`src/rtl/pipeline_hazard_ctrl.sv`:
```
// Stall/flush sequencer for the 5-stage pipeline: load-use, multi-cycle multiply, dmem wait.
// Optional performance counters are enabled with `define HAZARD_PERF_EN.
module pipeline_hazard_ctrl #(
   parameter int unsigned MULT_CYCLES = 4,
   parameter int unsigned CNT_W       = 16
) (
   input  logic             clk,
   input  logic             rst_n,
   input  logic [4:0]       id_regA,
   input  logic [4:0]       id_regB,
   input  logic             id_uses_A,
   input  logic             id_uses_B,
   input  logic             id_is_mult,
   input  logic             ex_mem_read,
   input  logic [4:0]       ex_write_reg,
   input  logic             jump_or_branch_id,
   input  logic             dmem_wait,
   output logic             lock_if,
   output logic             lock_id,
   output logic             lock_ex,
   output logic             lock_mem,
   output logic             lock_wb,
   output logic             bubble_ex,
   output logic             bubble_mem,
   output logic             bubble_wb,
   output logic             flush_if,
   output logic             mult_busy,
   output logic [CNT_W-1:0] stall_cycles,
   output logic [CNT_W-1:0] flush_count
);

   localparam int unsigned MCNT_W = 4;

   typedef enum logic [1:0] {RUN, MULT, MEMW} state_t;

   state_t            state, state_nxt;
   logic [MCNT_W-1:0] mcnt, mcnt_nxt;
   logic              hazard;

   // Register 0 is hardwired zero, so a load targeting it never creates a dependency
   assign hazard = ex_mem_read && (ex_write_reg != 5'd0) &&
                   ((id_uses_A && (id_regA == ex_write_reg)) ||
                    (id_uses_B && (id_regB == ex_write_reg)));

   always_ff @(posedge clk) begin
      if (!rst_n) begin
         state <= RUN;
         mcnt  <= '0;
      end else begin
         state <= state_nxt;
         mcnt  <= mcnt_nxt;
      end
   end

   // Next state and pipeline controls; dmem_wait overrides everything
   always_comb begin
      state_nxt  = state;
      mcnt_nxt   = mcnt;
      lock_if    = 1'b0;
      lock_id    = 1'b0;
      lock_ex    = 1'b0;
      lock_mem   = 1'b0;
      lock_wb    = 1'b0;
      bubble_ex  = 1'b0;
      bubble_mem = 1'b0;
      bubble_wb  = 1'b0;
      flush_if   = 1'b0;
      mult_busy  = (state == MULT);

      if (dmem_wait) begin
         lock_if   = 1'b1;
         lock_id   = 1'b1;
         lock_ex   = 1'b1;
         lock_mem  = 1'b1;
         bubble_wb = 1'b1;
         if (state != MULT) state_nxt = MEMW;
      end else if (state == MULT) begin
         lock_if    = 1'b1;
         lock_id    = 1'b1;
         lock_ex    = 1'b1;
         bubble_mem = 1'b1;
         if (mcnt <= MCNT_W'(1)) begin
            state_nxt = RUN;
            mcnt_nxt  = '0;
         end else begin
            mcnt_nxt = mcnt - MCNT_W'(1);
         end
      end else begin
         state_nxt = RUN;
         if (hazard) begin
            lock_if   = 1'b1;
            lock_id   = 1'b1;
            bubble_ex = 1'b1;
         end else if (id_is_mult) begin
            state_nxt = MULT;
            mcnt_nxt  = MCNT_W'(MULT_CYCLES - 1);
         end
      end

      // A branch only redirects once it actually leaves ID
      if (jump_or_branch_id && !lock_id) flush_if = 1'b1;
   end

`ifdef HAZARD_PERF_EN
   logic [CNT_W-1:0] stall_q, flush_q;

   // Saturating performance counters
   always_ff @(posedge clk) begin
      if (!rst_n) begin
         stall_q <= '0;
         flush_q <= '0;
      end else begin
         if (lock_if && (stall_q != '1)) stall_q <= stall_q + CNT_W'(1);
         if (flush_if && (flush_q != '1)) flush_q <= flush_q + CNT_W'(1);
      end
   end

   assign stall_cycles = stall_q;
   assign flush_count  = flush_q;
`else
   assign stall_cycles = '0;
   assign flush_count  = '0;
`endif

endmodule

```
`config.mk`:
```
export PLATFORM = sky130hd
export DESIGN_NAME = pipeline_hazard_ctrl
export DESIGN_NICKNAME = d
export VERILOG_FILES = /design/src/rtl/pipeline_hazard_ctrl.sv
export SDC_FILE = /design/constraint.sdc
export NUM_CORES = 1
export LEC_CHECK = 0
export ABC_AREA = 0
export BUFFER_PORTS_ARGS = -buffer_cell sky130_fd_sc_hd__buf_2
export CAP_MARGIN = 5
export CORE_MARGIN = 3
export CORE_UTILIZATION = 25
export DETAILED_ROUTE_END_ITERATION = 7
export PLACE_DENSITY = 0.61
export SLEW_MARGIN = 20
export SYNTH_ARGS = -nofsm -noshare
export SYNTH_HDL_FRONTEND = slang
export SYNTH_SLANG_ARGS = --single-unit
```
`constraint.sdc`:
```
create_clock -name clk -period 4 [get_ports clk]
set_clock_uncertainty 0.2 [all_clocks]
set_input_delay 0.8 -clock clk [delete_from_list [all_inputs] [get_ports clk]]
set_output_delay 0.8 -clock clk [all_outputs]
set_load 0.1 [all_outputs]
```
==> results of run 1 <==
[critical path, cell delays in order]
cell and delay (ns):
buf_2 0.12, or4_1 0.57, o21a_1 0.25, a21oi_2 0.12, buf_2 0.43
[metrics by stage]
stage | area, µm² | util (%) | total power, W | worst slack (ns) | hold WS [ns]
finish | 965 | 30.1 | 0.000390 | 0.714 | 0.432
global route | 965 | 30.1 | 0.000412 | 0.656 | 0.477
CTS | 965 | 30.1 | 0.000393 | 0.707 | 0.425
detailed placement | 942 | 29.4 | 0.000332 | 0.712 | 0.421
global placement | 942 | 29.4 | 0.000332 | 0.721 | 0.417
floorplan | 1020 | - | 0.000333 | 0.332 | 0.373
[routing by layer]
metal / routed length [µm] / track usage [%]
met1: 736 / 11.1
met5: 0 / 0
met4: 0 / 1.30
met3: 200 / 3.08
met2: 846 / 14.7
[layout make-up]
cell class                      instances  area [µm²]
Multi-Input combinational cell         93         589
Fill cell                             365        2240
Inverter                                6        22.5
Clock buffer                            3        22.5
Sequential cell                         6         120
Tap cell                               44        55.1
Timing Repair Buffer                   31         155
[report_power, final]
| part | switching [W] | total (W) | leakage (nW) | internal, W |
|---|---|---|---|---|
| registers | 0.00000543 | 0.0000706 | 0.0494 | 0.0000651 |
| logic | 0.000224 | 0.000261 | 0.389 | 0.0000369 |
| clock network | 0.0000241 | 0.0000582 | 0.0138 | 0.0000341 |
[sequential cells by signal, indices dropped and copies added, names as in the netlist]
signal  flops
mcnt        4
state       2
[cell usage in the layout (no fill, tap or decap)]
cell type	instances
a2111oi_4	1
a211oi_1	2
a21oi_1	2
a21oi_2	1
a221oi_1	2
and3_1	1
and4bb_2	1
buf_2	31
clkbuf_4	3
conb_1	33
dfxtp_1	6
ha_1	2
inv_1	6
mux2i_1	1
nand2_1	6
nand2b_1	2
nand3_1	1
nand3b_1	1
nand4_1	3
nor2_1	2
nor3_4	1
o211ai_1	3
o21a_1	2
o21ai_0	2
o21ai_1	1
o21ai_2	2
o221ai_1	3
o22a_1	1
o22ai_1	1
o31ai_1	1
or2_1	1
or3_1	1
or3b_1	1
or4_1	2
xnor2_1	10
[worst max-delay path by stage]
stage | from | endpoint | slack [ns] | cells after the start
4_1_cts | ex_write_reg[1] | flush_if | 0.71 | 5
5_1_grt | ex_write_reg[1] | flush_if | 0.66 | 5
6_report | ex_write_reg[1] | flush_if | 0.71 | 5
2_1_floorplan | state[1]$_SDFFE_PN0P_ | bubble_ex | 0.33 | 5
3_5_place_dp | ex_write_reg[1] | flush_if | 0.71 | 5
3_3_place_gp | ex_write_reg[1] | flush_if | 0.72 | 5
[cells by family (layout without fill, tap and decap cells)]
family          after synthesis  after routing  share of synthesized area [%]
fa+ha+maj                     2              2                           2.83
xor+xnor                     10             10                           9.91
other cells                   1             33                          0.425
buf+inv                      45             40                           35.4
simple gates                 23             23                           15.2
mux                           1              1                           1.13
compound gates               24             24                           21.5
flops                         6              6                           13.6
==> impl_metrics.csv, run 1 <==
group,metric,value,unit
synthesis,yosysSeqAreaShare,13.6,%
synthesis,syn_area_per_cell,7.89,µm²
clocking,htreeDepth,1,
synthesis,synth_edf_count,0,
final_layout,finalNetCount,166,
die,initial_core_util,27.6,%
sta,fmax,304,MHz
global_route,grt_overflow,0,
synthesis,syn-cell-area,883,µm²
sta,fin_setup_tns,0,ns
die,die_x,65.4,µm
placement,gp_congestion,0.778,
clocking,cts_sinks,6,
clocking,clock_latency,0.25,ns
die,dieArea,0.00428,mm²
synthesis,ys_dominant_reg_cell,"dfxtp_1",
final_layout,antennaDiodeCount,0,
clocking,cts_hold_buf,0,
sta,period_minus_slack,3.29,ns
setup_path,r2r-end,"mcnt[3]$_SDFFE_PN0P_",
drt,firstDrtPassIters,4,
synthesis,netlist-cell-type-count,36,
setup_path,crit_fanout,3,
worst_hold_path,min_path_cells,2,
outcome,status,"completed",
sta,drv_slew,0,
final_layout,finalNonFillerCells,183,
setup_path,startpoint_type,"input port",
final_layout,drive_above_1_share,28.8,%
die,dieHeight,65.4,µm
drt,via_per_inst,4.10,
drt,drt_iter0_markers,20,
placement,hpwl,1.58,mm
synthesis,synthDominantCellAreaShare,30.6,%
setup_path,rrSetupSlack,2.04,ns
final_layout,syn_to_final_growth,9.21,%
clocking,cts_resized,0,
worst_hold_path,holdPathEnd,"state[1]$_SDFFE_PN0P_",
synthesis,synth_most_common_cell,"buf_4",
clocking,cts_setup_buffers,0,
clocking,path_clk_slew,0.05,ns
global_route,grt_max_degree,10,
clocking,cts_tree,"built",
synthesis,synth_area_leaders,"buf_4 31%, dfxtp_1 14%, xnor2_1 9.9%, a2111oi_4 3.1%, o221ai_1 3.0%",
die,num_rows,20,
pwr,power_density,404,mW/mm²
setup_path,critPathRequiredTime,3.00,ns
synthesis,yosys.area.top_type,"buf_4",
placement,port_buffers,31,
setup_path,reg2reg_depth,6,
global_route,antenna_found_initial,0,
sta,finalCritPeriodShare,82.2,%
sta,rsz0062_at_grt,"no",
worst_hold_path,worstHoldStart,"state[0]$_SDFFE_PN0P_",
global_route,grt_usage,8.81,%
setup_path,critPathKind,"input port to output pin",
drt,ant_nets,0,
drt,via_count,750,
clocking,root_buffer,"clkbuf_4",
setup_path,r2r_start,"mcnt[0]$_SDFFE_PN0P_",
drt,routed_wl,1.78,mm
flow_run,drv_cap,0,
pwr,peakVddDrop,0.242,mV
die,core-area,0.00320,mm²
pwr,leakagePower,0.452,nW
global_route,grt_pass1_wl,3.03,mm
die,io_pins,65,
global_route,grt_pass1_vias,693,
sta,setup_viol_count_final,0,
setup_path,arrival,2.29,ns
synthesis,ys_async_sr_fraction,0,%
worst_hold_path,hp-class,"flop to flop",
clocking,cts_buffers,3,
sta,finalHoldViolCount,0,
synthesis,synth_common_cells,"36 x buf_4, 10 x xnor2_1, 6 x dfxtp_1, 6 x inv_1, 6 x nand2_1",
setup_path,end_kind,"output pin",
placement,dp.cells,180,
clocking,clockBufferDepth,2,
drt,wl_per_cell,9.74,µm
synthesis,yosysWarnings,0,
synthesis,synthCells,112,
synthesis,synth-seq-cells,6,
drt,drc,0,
Power figures use the tool's default switching activity.
==> run 2, diff against run 1 <==
- clock period: 4 -> 3.35 ns (I/O delays scaled with it)
==> run 2 against run 1 <==
Critical path depth unchanged. First-iteration DRC count decreased by 35%. Worst hold slack improved by 0.0056 ns. Largest cell class unchanged. Routed wire length is 2.0% lower. Sequential power is 20% higher. Die area unchanged. Via count rose by 0.53%. Combinational power grew 19%. Global-route usage down 0.86 points. Utilization decreased by 0.31 points. Clock-buffer cell count unchanged.
==> impl_metrics.csv, run 2 (synthesis results as in run 1) <==
group,metric,value,unit
outcome,status,"completed",
clocking,cts_setup_buffers,0,
final_layout,fin_util,29.8,%
pwr,total_power,0.000460,W
die,initial_core_util,27.6,%
clocking,cts_tree,"built",
sta,finalHoldViolCount,0,
pwr,power_frac_clock,14.1,%
placement,gp_congestion,0.725,
drt,via_per_inst,4.12,
die,dieHeight,65.4,µm
final_layout,drive_above_1_share,28.1,%
setup_path,r2r-end,"mcnt[3]$_SDFFE_PN0P_",
worst_hold_path,worstHoldStart,"state[0]$_SDFFE_PN0P_",
die,num_rows,20,
final_layout,design_area,955,µm²
drt,wl_per_cell,9.55,µm
pwr,leakagePower,0.447,nW
final_layout,top_register,"mcnt",
placement,pre_cts_ws,0.321,ns
clocking,clockBufferDepth,2,
worst_hold_path,holdPathEnd,"state[1]$_SDFFE_PN0P_",
clocking,cts_resized,0,
setup_path,rrSetupSlack,1.39,ns
pwr,power_density,481,mW/mm²
global_route,grt_max_degree,10,
pwr,switchingPower,0.000298,W
final_layout,largest_register_ffs,4,
drt,routed_wl,1.75,mm
global_route,antenna_found_initial,0,
final_layout,finalNetCount,166,
drt,firstDrtPassIters,4,
clocking,htreeDepth,1,
die,io_pins,65,
global_route,grt_overflow,0,
setup_path,r2r_start,"mcnt[0]$_SDFFE_PN0P_",
clocking,cts_sinks,6,
setup_path,critPathRequiredTime,2.48,ns
placement,dpl_cell_area,932,µm²
final_layout,syn_to_final_growth,8.07,%
sta,worst_slack,0.311,ns
clocking,cts_buffers,3,
setup_path,end_kind,"output pin",
sta,period_minus_slack,3.04,ns
sta,fmax,329,MHz
placement,port_buffers,31,
pwr,seq_power_share,18.4,%
setup_path,reg2reg_depth,6,
die,core-area,0.00320,mm²
clocking,cts_hold_buf,0,
die,die_x,65.4,µm
setup_path,startpoint_type,"input port",
final_layout,antennaDiodeCount,0,
final_layout,mostFrequentLayoutCells,"33 x conb_1, 31 x buf_2, 10 x xnor2_1",
final_layout,final_common_cell,"conb_1",
setup_path,crit_fanout,3,
flow_run,drv_cap,0,
placement,hpwl,1.51,mm
clocking,path_clk_slew,0.04,ns
sta,setup_viol_count_final,0,
worst_hold_path,hp-class,"flop to flop",
drt,drt_iter0_markers,13,
pwr,power.internal,0.000162,W
drt,ant_nets,0,
drt,drc,0,
sta,drv_slew,0,
sta,finalCritPeriodShare,90.7,%
global_route,grt_pass1_wl,2.68,mm
die,dieArea,0.00428,mm²
final_layout,largestRegisters,"mcnt: 4 flops, state: 2 flops",
clocking,root_buffer,"clkbuf_4",
sta,rsz0062_at_grt,"no",
pwr,pwr-share-comb,67.5,%
clocking,clock_latency,0.24,ns
global_route,grt_pass1_vias,612,
pwr,peakVddDrop,0.262,mV
pwr,p_sw_share,64.8,%
setup_path,worstSetupStartpoint,"ex_write_reg[1]",
drt,via_count,754,
global_route,grt_usage,7.96,%
setup_path,arrival,2.17,ns
worst_hold_path,min_path_cells,2,
setup_path,critPathKind,"input port to output pin",
run 2: worst max-delay path, cell delays in order:
cell and delay (ns):
buf_2 0.12, or4_1 0.58, o21a_1 0.25, a21oi_2 0.12
buf_2 0.43
run 2: how the worst max path moves through the flow:
stage	to	slack, ns	cells past startpoint
floorplan	lock_if	-0.59	5
global placement	flush_if	0.33	5
detailed placement	flush_if	0.32	5
CTS	flush_if	0.31	5
global route	flush_if	0.28	5
finish	flush_if	0.31	5
run 2: routing by layer:
| layer | up-vias | track usage, % | routed length [µm] |
|---|---|---|---|
| met2 | 47 | 12.3 | 802 |
| met1 | 326 | 10.3 | 744 |
| li1 | 379 | - | - |
| met5 | - | 0 | 0 |
| met4 | 0 | 4.66 | 19 |
| met3 | 2 | 1.37 | 180 |
run 2: area by class of cell:
cell class / count / area [µm²]
fill: 379 / 2250
multi-input combinational: 93 / 579
timing repair buffer: 31 / 155
sequential: 6 / 120
tap: 44 / 55.1
clock buffer: 3 / 22.5
inverter: 6 / 22.5
run 2: through the flow:
step,hold WS [ns],cells,TNS [ns]
global placement,0.437,180,0
detailed placement,0.426,180,0
finish,0.438,183,0
floorplan,0.373,144,-1.23
CTS,0.434,183,0
global route,0.491,183,0
run 2: power groups by stage:
stage | Combinational, W | Sequential, W | Clock [W]
4_1_cts | 0.000310 | 0.0000846 | 0.0000680
3_5_place_dp | 0.000310 | 0.0000858 | 0
6_report | 0.000310 | 0.0000846 | 0.0000647
3_3_place_gp | 0.000310 | 0.0000861 | 0
2_1_floorplan | 0.000312 | 0.0000841 | 0
5_1_grt | 0.000325 | 0.0000859 | 0.0000726
==> run 3, diff against run 2 <==
- CORE_UTILIZATION: 25 -> 40
- PLACE_DENSITY: 0.61 -> 0.86
==> run 3 against run 2 <==
Via count increased by 1.7%. First-iteration DRC count increased by 38%. Highest routed layer unchanged. Non-clock buffer count unchanged. Register-to-register slack got worse by 0.04 ns. Die area decreased by 34%. Clock power increased by 2%. Critical endpoint unchanged.
==> impl_metrics.csv, run 3 (synthesis results as in run 1) <==
group,metric,value,unit
global_route,grt_pass1_wl,2.79,mm
clocking,htreeDepth,1,
global_route,grt_usage,13.2,%
drt,wl_per_cell,10.8,µm
setup_path,startpoint_type,"input port",
drt,via_count,767,
setup_path,critPathRequiredTime,2.48,ns
sta,finalCritPeriodShare,85.6,%
clocking,path_clk_slew,0.05,ns
setup_path,arrival,2.00,ns
die,core-area,0.00202,mm²
drt,ant_nets,0,
drt,via_per_inst,4.62,
drt,drt_iter0_markers,18,
pwr,power_density,489,mW/mm²
final_layout,top_register,"mcnt",
setup_path,critPathMaxStageDelay,0.58,ns
outcome,status,"completed",
clocking,cts_tree,"built",
pwr,pwr-share-comb,67.6,%
pwr,power_frac_clock,14.2,%
setup_path,reg2reg_depth,6,
final_layout,antennaDiodeCount,0,
global_route,grt_overflow,0,
final_layout,syn_to_final_growth,7.37,%
clocking,clockBufferDepth,2,
worst_hold_path,hp-class,"flop to flop",
worst_hold_path,min_path_cells,2,
flow_run,drv_cap,0,
sta,finalHoldViolCount,0,
die,dieArea,0.00281,mm²
die,io_pins,65,
sta,rsz0062_at_grt,"no",
setup_path,crit_fanout,3,
sta,worst_slack,0.484,ns
pwr,p_sw_share,64.5,%
die,initial_core_util,43.7,%
die,die_x,53.0,µm
clocking,clock_latency,0.24,ns
drt,drc,0,
die,num_rows,16,
placement,pre_cts_ws,0.484,ns
pwr,total_power,0.000464,W
clocking,cts_setup_buffers,0,
drt,firstDrtPassIters,4,
clocking,cts_buffers,3,
global_route,grt_pass1_vias,715,
final_layout,largestRegisters,"mcnt: 4 flops, state: 2 flops",
placement,hpwl,1.61,mm
global_route,grt_max_degree,10,
setup_path,critPathKind,"input port to output pin",
drt,routed_wl,1.79,mm
pwr,power.internal,0.000165,W
final_layout,finalNetCount,166,
final_layout,mostFrequentLayoutCells,"33 x conb_1, 30 x buf_2, 10 x xnor2_1",
clocking,cts_resized,0,
pwr,switchingPower,0.000299,W
setup_path,end_kind,"output pin",
sta,setup_viol_count_final,0,
pwr,peakVddDrop,0.339,mV
clocking,root_buffer,"clkbuf_4",
placement,port_buffers,31,
sta,period_minus_slack,2.87,ns
setup_path,cp_slowest_cell,"or4_1",
clocking,cts_sinks,6,
clocking,cts_hold_buf,0,
final_layout,drive_above_1_share,28.1,%
placement,gp_congestion,0.763,
setup_path,crit_chain,"buf_2, or4_1, o21a_1, a21oi_2, buf_12",
global_route,antenna_found_initial,0,
final_layout,fin_util,46.9,%
die,dieHeight,53.0,µm
pwr,leakagePower,0.451,nW
sta,fin_setup_tns,0,ns
sta,fmax,349,MHz
final_layout,largest_register_ffs,4,
pwr,seq_power_share,18.2,%
sta,drv_slew,0,
final_layout,final_common_cell,"conb_1",
==> run 3: final timing paths <==
check / end / slack, ns / start
max: flush_if / 0.48 / ex_write_reg[1]
min: state[1]$_SDFFE_PN0P_ / 0.43 / state[0]$_SDFFE_PN0P_
max reg2reg: mcnt[3]$_SDFFE_PN0P_ / 1.35 / mcnt[0]$_SDFFE_PN0P_
min reg2reg: state[1]$_SDFFE_PN0P_ / 0.43 / state[0]$_SDFFE_PN0P_
==> run 3: power by group through the flow <==
stage | Sequential, W | Clock, W | Combinational [W]
finish | 0.0000844 | 0.0000658 | 0.000314
global route | 0.0000854 | 0.0000720 | 0.000328
CTS | 0.0000844 | 0.0000672 | 0.000314
detailed placement | 0.0000858 | 0 | 0.000313
global placement | 0.0000851 | 0 | 0.000309
floorplan | 0.0000841 | 0 | 0.000312
==> run 3: through the flow <==
stage | area [µm²] | cells | hold WS (ns)
floorplan | 1010 | 144 | 0.373
finish | 948 | 166 | 0.429
global route | 948 | 166 | 0.471
CTS | 948 | 166 | 0.436
global placement | 926 | 163 | 0.409
detailed placement | 926 | 163 | 0.423
==> run 3: layout make-up <==
cell class | instances | area [µm²]
Clock buffer | 3 | 22.5
Fill cell | 208 | 1070
Inverter | 6 | 22.5
Multi-Input combinational cell | 93 | 579
Sequential cell | 6 | 120
Tap cell | 27 | 33.8
Timing Repair Buffer | 31 | 170
==> run 3: critical path: cells and delay by family <==
kind	cells	cell delay (ns)
AND/OR/NAND/NOR	1	0.58
buffers and inverters	2	0.31
AO/OA/AOI/OAI	2	0.43
==> run 3: routing by layer <==
layer	part of all wire, %	global-route usage (%)	up-vias
met3	12	3.66	2
met4	0.50	4.68	0
met5	0	0	-
met1	35	14.5	335
met2	52	23.8	51
li1	-	-	379
